<file path="src/rtl/two_digit_encoder_pkg.sv">
// Shared constants for the two-digit entry path of the game.
// Holds the entry FSM state encoding, the default ceiling on an accepted
// result, and the decimal-to-binary combine used when both digits are in.
package two_digit_encoder_pkg;

   // The three phases of a two-key entry: collect tens, collect ones, combine.
   typedef enum logic [1:0] {
      WAIT_TENS = 2'd0,
      WAIT_ONES = 2'd1,
      CALC      = 2'd2
   } entry_state_t;

   // Largest result an entry may produce unless the instance overrides it.
   localparam int DEFAULT_MAX_VALUE = 63;

   // Largest legal BCD digit; anything above this is a rejected key.
   localparam logic [3:0] MAX_DIGIT = 4'd9;

   // tens*10 + ones without a multiplier: tens*8 + tens*2 + ones.
   // Seven bits are enough because 9*10 + 9 = 99.
   function automatic logic [6:0] calc_sum(input logic [3:0] tens_digit,
                                           input logic [3:0] ones_digit);
      logic [6:0] tens_wide;
      tens_wide = {3'b000, tens_digit};
      return (tens_wide << 3) + (tens_wide << 1) + {3'b000, ones_digit};
   endfunction

endpackage

</file>
<file path="src/rtl/two_digit_encoder_key_edge.sv">
// key_edge: turns a level key input into a single-cycle pulse on its rising
// edge. Shared by every game key so they all behave the same way.
// Ports:
//   clock  - system clock, rising edge
//   reset  - asynchronous active-high reset
//   level  - raw key level, active-high
//   pulse  - high for one cycle when level is high and was low last cycle
module key_edge (
   input  logic clock,
   input  logic reset,
   input  logic level,
   output logic pulse
);

   logic level_q;

   // Remember last cycle's key level. Clearing it on reset means a key that
   // is already held when reset releases still counts as one press.
   always_ff @(posedge clock or posedge reset) begin
      if (reset) begin
         level_q <= 1'b0;
      end else begin
         level_q <= level;
      end
   end

   // A press is "high now, low before"; holding the key gives only one pulse.
   assign pulse = level & ~level_q;

endmodule

</file>
<file path="src/rtl/two_digit_encoder.sv">
// two_digit_encoder: collects a tens digit and a ones digit from BCD
// switches, one enter press each, and produces the binary value
// tens*10 + ones. Out-of-range digits or results are rejected with an
// error pulse and leave the last good value in place.
// Ports:
//   clock   - system clock, rising edge
//   reset   - asynchronous active-high reset
//   enable  - high: enter presses are accepted; low: they are ignored
//   clear   - synchronous abort; drops a partial entry and zeroes value
//   digit   - BCD digit from the switches, sampled on an accepted press
//   enter   - enter key level, only its rising edge acts
//   value   - last accepted binary result
//   valid   - one-cycle pulse when value updates
//   error   - one-cycle pulse when an entry is rejected
//   pending - high while the tens digit is held and ones is awaited
//   tens    - held tens digit for display feedback, 0 when not pending
module two_digit_encoder #(
   parameter int MAX_VALUE = two_digit_encoder_pkg::DEFAULT_MAX_VALUE
) (
   input  logic       clock,
   input  logic       reset,
   input  logic       enable,
   input  logic       clear,
   input  logic [3:0] digit,
   input  logic       enter,
   output logic [5:0] value,
   output logic       valid,
   output logic       error,
   output logic       pending,
   output logic [3:0] tens
);

   import two_digit_encoder_pkg::*;

   localparam logic [6:0] MAX_SUM = 7'(MAX_VALUE);

   entry_state_t state;
   entry_state_t state_next;

   logic       enter_edge;
   logic       accept;
   logic       digit_ok;
   logic [6:0] sum;

   logic [3:0] tens_held;
   logic [3:0] ones_held;
   logic [3:0] tens_next;
   logic [3:0] ones_next;
   logic [5:0] value_next;
   logic       valid_next;
   logic       error_next;

   key_edge u_enter_edge (
      .clock (clock),
      .reset (reset),
      .level (enter),
      .pulse (enter_edge)
   );

   // A press only counts while enabled and while waiting for a digit; a
   // press landing during the combine cycle is dropped on purpose.
   assign accept   = enter_edge & enable & (state != CALC);
   assign digit_ok = (digit <= MAX_DIGIT);
   assign sum      = calc_sum(tens_held, ones_held);

   // State register.
   always_ff @(posedge clock or posedge reset) begin
      if (reset) begin
         state <= WAIT_TENS;
      end else begin
         state <= state_next;
      end
   end

   // Next-state logic. A bad digit in either wait state restarts the entry,
   // the combine cycle always falls back to collecting tens, and clear wins
   // over everything else.
   always_comb begin
      state_next = state;
      if (clear) begin
         state_next = WAIT_TENS;
      end else begin
         case (state)
            WAIT_TENS: if (accept) state_next = digit_ok ? WAIT_ONES : WAIT_TENS;
            WAIT_ONES: if (accept) state_next = digit_ok ? CALC : WAIT_TENS;
            CALC:      state_next = WAIT_TENS;
            default:   state_next = WAIT_TENS;
         endcase
      end
   end

   // Datapath next values. Digits are captured on accepted presses, the
   // result is formed in the combine cycle, and valid/error are computed
   // here so that both come out as registered one-cycle pulses. Only one
   // branch can raise a pulse per cycle, so valid and error never overlap.
   always_comb begin
      tens_next  = tens_held;
      ones_next  = ones_held;
      value_next = value;
      valid_next = 1'b0;
      error_next = 1'b0;
      if (clear) begin
         tens_next  = 4'd0;
         ones_next  = 4'd0;
         value_next = 6'd0;
      end else begin
         case (state)
            WAIT_TENS: begin
               if (accept) begin
                  if (digit_ok) begin
                     tens_next = digit;
                  end else begin
                     tens_next  = 4'd0;
                     error_next = 1'b1;
                  end
               end
            end
            WAIT_ONES: begin
               if (accept) begin
                  if (digit_ok) begin
                     ones_next = digit;
                  end else begin
                     tens_next  = 4'd0;
                     error_next = 1'b1;
                  end
               end
            end
            CALC: begin
               if (sum <= MAX_SUM) begin
                  value_next = sum[5:0];
                  valid_next = 1'b1;
               end else begin
                  error_next = 1'b1;
               end
               tens_next = 4'd0;
               ones_next = 4'd0;
            end
            default: begin
               tens_next = 4'd0;
               ones_next = 4'd0;
            end
         endcase
      end
   end

   // Datapath registers; reset drops any entry in flight without a pulse.
   always_ff @(posedge clock or posedge reset) begin
      if (reset) begin
         tens_held <= 4'd0;
         ones_held <= 4'd0;
         value     <= 6'd0;
         valid     <= 1'b0;
         error     <= 1'b0;
      end else begin
         tens_held <= tens_next;
         ones_held <= ones_next;
         value     <= value_next;
         valid     <= valid_next;
         error     <= error_next;
      end
   end

   // Display-side outputs follow the state directly.
   always_comb begin
      pending = (state == WAIT_ONES);
      tens    = pending ? tens_held : 4'd0;
   end

endmodule
</file>
<file path="config.mk">
export PLATFORM = sky130hd
export DESIGN_NAME = two_digit_encoder
export DESIGN_NICKNAME = d
export VERILOG_FILES = /design/src/rtl/two_digit_encoder_pkg.sv /design/src/rtl/two_digit_encoder_key_edge.sv /design/src/rtl/two_digit_encoder.sv
export SDC_FILE = /design/constraint.sdc
export NUM_CORES = 1
export LEC_CHECK = 0
export ABC_AREA = 1
export CAP_MARGIN = 20
export CELL_PAD_IN_SITES_DETAIL_PLACEMENT = 1
export CELL_PAD_IN_SITES_GLOBAL_PLACEMENT = 1
export CORE_MARGIN = 2
export CORE_UTILIZATION = 33
export DETAILED_ROUTE_END_ITERATION = 10
export GPL_TIMING_DRIVEN = 0
export PLACE_DENSITY = 0.71
export SETUP_SLACK_MARGIN = 0.05
export SYNTH_ARGS = -nofsm -noshare
export SYNTH_HDL_FRONTEND = slang
export SYNTH_SLANG_ARGS = --single-unit
</file>
<file path="constraint.sdc">
create_clock -name clock -period 2 [get_ports clock]
set_input_delay 0.2 -clock clock [delete_from_list [all_inputs] [get_ports clock]]
set_output_delay 0.2 -clock clock [all_outputs]
set_load 0.03 [all_outputs]
</file>
==> impl_metrics.csv <==
group,metric,value,unit
placed_design,dp.cells,205,
placed_design,placed_cell_area,1370,um2
timing,fin_crit,2.02,ns
job,maxCapViolCount,0,
worst_setup_path,slowest_stage,"fa_2",
finish,nNetsFinal,188,
finish,stdcell_count,213,
floorplan,rows,20,
worst_setup_path,critPathMaxFanout,8,
power,ir_worst_vdd,259,uV
power,p_per_area,558,nW/um2
min_path,min_path_type,"input pin to async pin",
timing,whs,0.304,ns
timing,relSlewSlack,0.518,
timing,drv_slew,0,
clock_tree,numCtsBuffers,3,
worst_setup_path,critical_path.cell_chain,"inv_2 -> fa_2 -> fa_2 -> inv_2 -> nand2_2 -> nand2_4 -> nand3_4 -> nand3_4 -> nand2_2 -> nand2_1 -> nand2_1",
synthesis,synth_top_cell_area_share,0.434,
worst_setup_path,worstSetupStartpointType,"flip-flop",
synthesis,synth_common_cells,"37 x nand2_1, 24 x nand3_1, 19 x dfrtp_1",
global_routing,grt_max_degree,20,
drt,postRouteAntennaNets,0,
synthesis,yosysMostFrequentCell,"nand2_1",
timing,finalCritPeriodShare,1.01,
synthesis,yosysWarnings,0,
drt,first_iter_violations,36,
timing,fmax,494,MHz
timing,finalSetupViolations,3,
placed_design,portBuffers,21,
floorplan,coreArea,3100,um2
clock_tree,max-clock-path-buffers,2,
synthesis,syn_nets,158,
synthesis,synth_area_leaders,"dfrtp_1 43%, nand2_1 13%, nand3_1 11%",
floorplan,start_util,0.353,
drt,drt_pass1_iterations,4,
worst_setup_path,crit_path_end_kind,"flip-flop",
drt,via_count,1004,
finish,layout-drive-gt1-share,0.219,
floorplan,boundaryPins,22,
floorplan,die_h,61.6,um
drt,viasPerCell,4.71,
global_routing,grt_pass1_wl,4480,um
placed_design,hpwl,2070,um
finish,fin_area,1540,um2
timing,skew,0.00249,ns
finish,diodes,0,
timing,hold_viol_final,0,
drt,wl,2730,um
run_status,status,"finished with violations",
synthesis,synth_cells,140,
finish,final.fill_count,390,
power,leakagePower,0.000769,uW
clock_tree,cts_tree,"built",
placed_design,place_ws,-0.118,ns
drt,wl_per_cell,12.8,um
global_routing,grt_usage,0.165,
clock_tree,clkSinkCount,19,
synthesis,synth_ff_type,"dfrtp_1",
synthesis,synth_edf_count,0,
worst_setup_path,cp.required,2.20,ns
clock_tree,cts_root_buf,"clkbuf_4",
synthesis,ys_seq_elements,19,
drt,drc,0,
global_routing,grt_pass1_vias,981,
timing,worst_slew_pin_slew,0.723,ns
clock_tree,clock_latency,0.30,ns
synthesis,netlist.top_cell.by_area,"dfrtp_1",
floorplan,dieArea,3800,um2
synthesis,synth_cell_type_count,16,
clock_tree,clk_pin_slew,0.11,ns
floorplan,die_w,61.6,um
global_routing,grt-ovfl-total,0,
timing,rsz0062_at_grt,"yes",
synthesis,ys_seq_area_frac,0.434,
run_status,violations,"setup timing",
placed_design,place_congestion,0.786,
finish,area_growth,40.5,%
synthesis,synth.avg_cell_area,7.83,um2
worst_setup_path,critical_path_class,"flip-flop to flip-flop",
synthesis,netlist_area,1100,um2
global_routing,antenna_found_initial,0,
synthesis,synthArstFlopShare,1.00,
worst_setup_path,critPathArrivalTime,2.23,ns
worst_setup_path,max_stage_delay,0.46,ns
timing,setup_ws,-0.0249,ns
clock_tree,htreeDepth,1,
==> stage by stage <==
step	TNS [ns]	total power, uW	util
after floorplan	0	561	-
after global placement	-0.595	630	0.441
after detailed placement	-0.696	637	0.441
after CTS	-0.152	858	0.477
after global routing	-0.849	922	0.496
final	-0.0350	859	0.496
==> worst max-delay path: cells and delay by family, from the launching register on <==
| kind | cells | cell delay [ns] |
|---|---|---|
| buf+inv | 2 | 0.16 |
| flops | 1 | 0.43 |
| simple gates | 7 | 0.50 |
| fa+ha+maj | 2 | 0.82 |
==> where the power goes <==
group | total, uW | switching (uW) | internal, uW | leakage [uW]
registers | 421 | 17.1 | 404 | 0.000257
logic | 239 | 148 | 92.0 | 0.000494
clock network | 198 | 124 | 74.7 | 0.0000177
total | 859 | 288 | 571 | 0.000769
==> path summary, 6_finish.rpt <==
check,startpoint,endpoint,slack (ns),cells past startpoint
max,tens_held[0],value[5],-0.02,11
min,reset,value[4],0.30,2
max reg2reg,tens_held[0],value[5],-0.02,11
min reg2reg,ones_held[3],ones_held[3],0.51,2
max in group asynchronous,reset,ones_held[0],1.24,2
min in group clock,enter,u_enter_edge.level_q,0.36,1
==> what timing repair did <==
item | 4_1_cts | 5_1_grt
pin swaps | 10 | 9
gates resized for setup | 19 | 10
hold buffers | 0 | 0
buffers inserted | 4 | 0
setup endpoints to repair | 12 | 8
==> final cells by class <==
class / count / area (um2) / share of cell area
Timing Repair Buffer: 25 / 235 / 0.153
Inverter: 22 / 82.6 / 0.0536
Clock inverter: 1 / 5.00 / 0.00325
Buffer: 1 / 3.75 / 0.00244
Sequential cell: 19 / 475 / 0.309
Tap cell: 44 / 55.1 / 0.0357
Multi-Input combinational cell: 98 / 661 / 0.429
Clock buffer: 3 / 22.5 / 0.0146
==> cells in the final DEF (no fill, tap or decap), types with 2 or more instances in the layout <==
cell / n
nor2_2: 2
nand2_1: 33
clkbuf_4: 3
buf_4: 4
inv_2: 6
nand3_4: 3
nand2_2: 2
a21oi_1: 3
nor2_1: 13
nand3_2: 8
nand2_4: 2
inv_1: 16
dlygate4sd2_1: 4
fa_2: 2
dfrtp_1: 19
nand4_1: 5
ha_4: 2
nand3_1: 14
clkdlybuf4s50_1: 17
ha_1: 5
==> cells by family after synthesis <==
group	after synthesis	share of synthesized area
AOI/OAI and AO/OA	5	0.0228
xor gates and xnor gates	1	0.00799
adders and majority gates	9	0.116
buffers and inverters	23	0.0788
DFF	19	0.434
and+or+nand+nor	83	0.340
==> layer usage <==
layer  wire, um  up-vias  track usage  part of all wire
li1           -      505            -                 -
met3         96        5       0.0315             0.035
met2       1400       20        0.266              0.51
met5          0        -            0                 0
met4         40        0       0.0547             0.015
met1       1190      474        0.221              0.44
==> flip-flops by register name, summed over array words and instances (netlist names) <==
signal,cells
value,6
ones_held,4
tens_held,4
state,2
error,1
u_enter_edge.level_q,1
valid,1
Power figures use the tool's default switching activity.
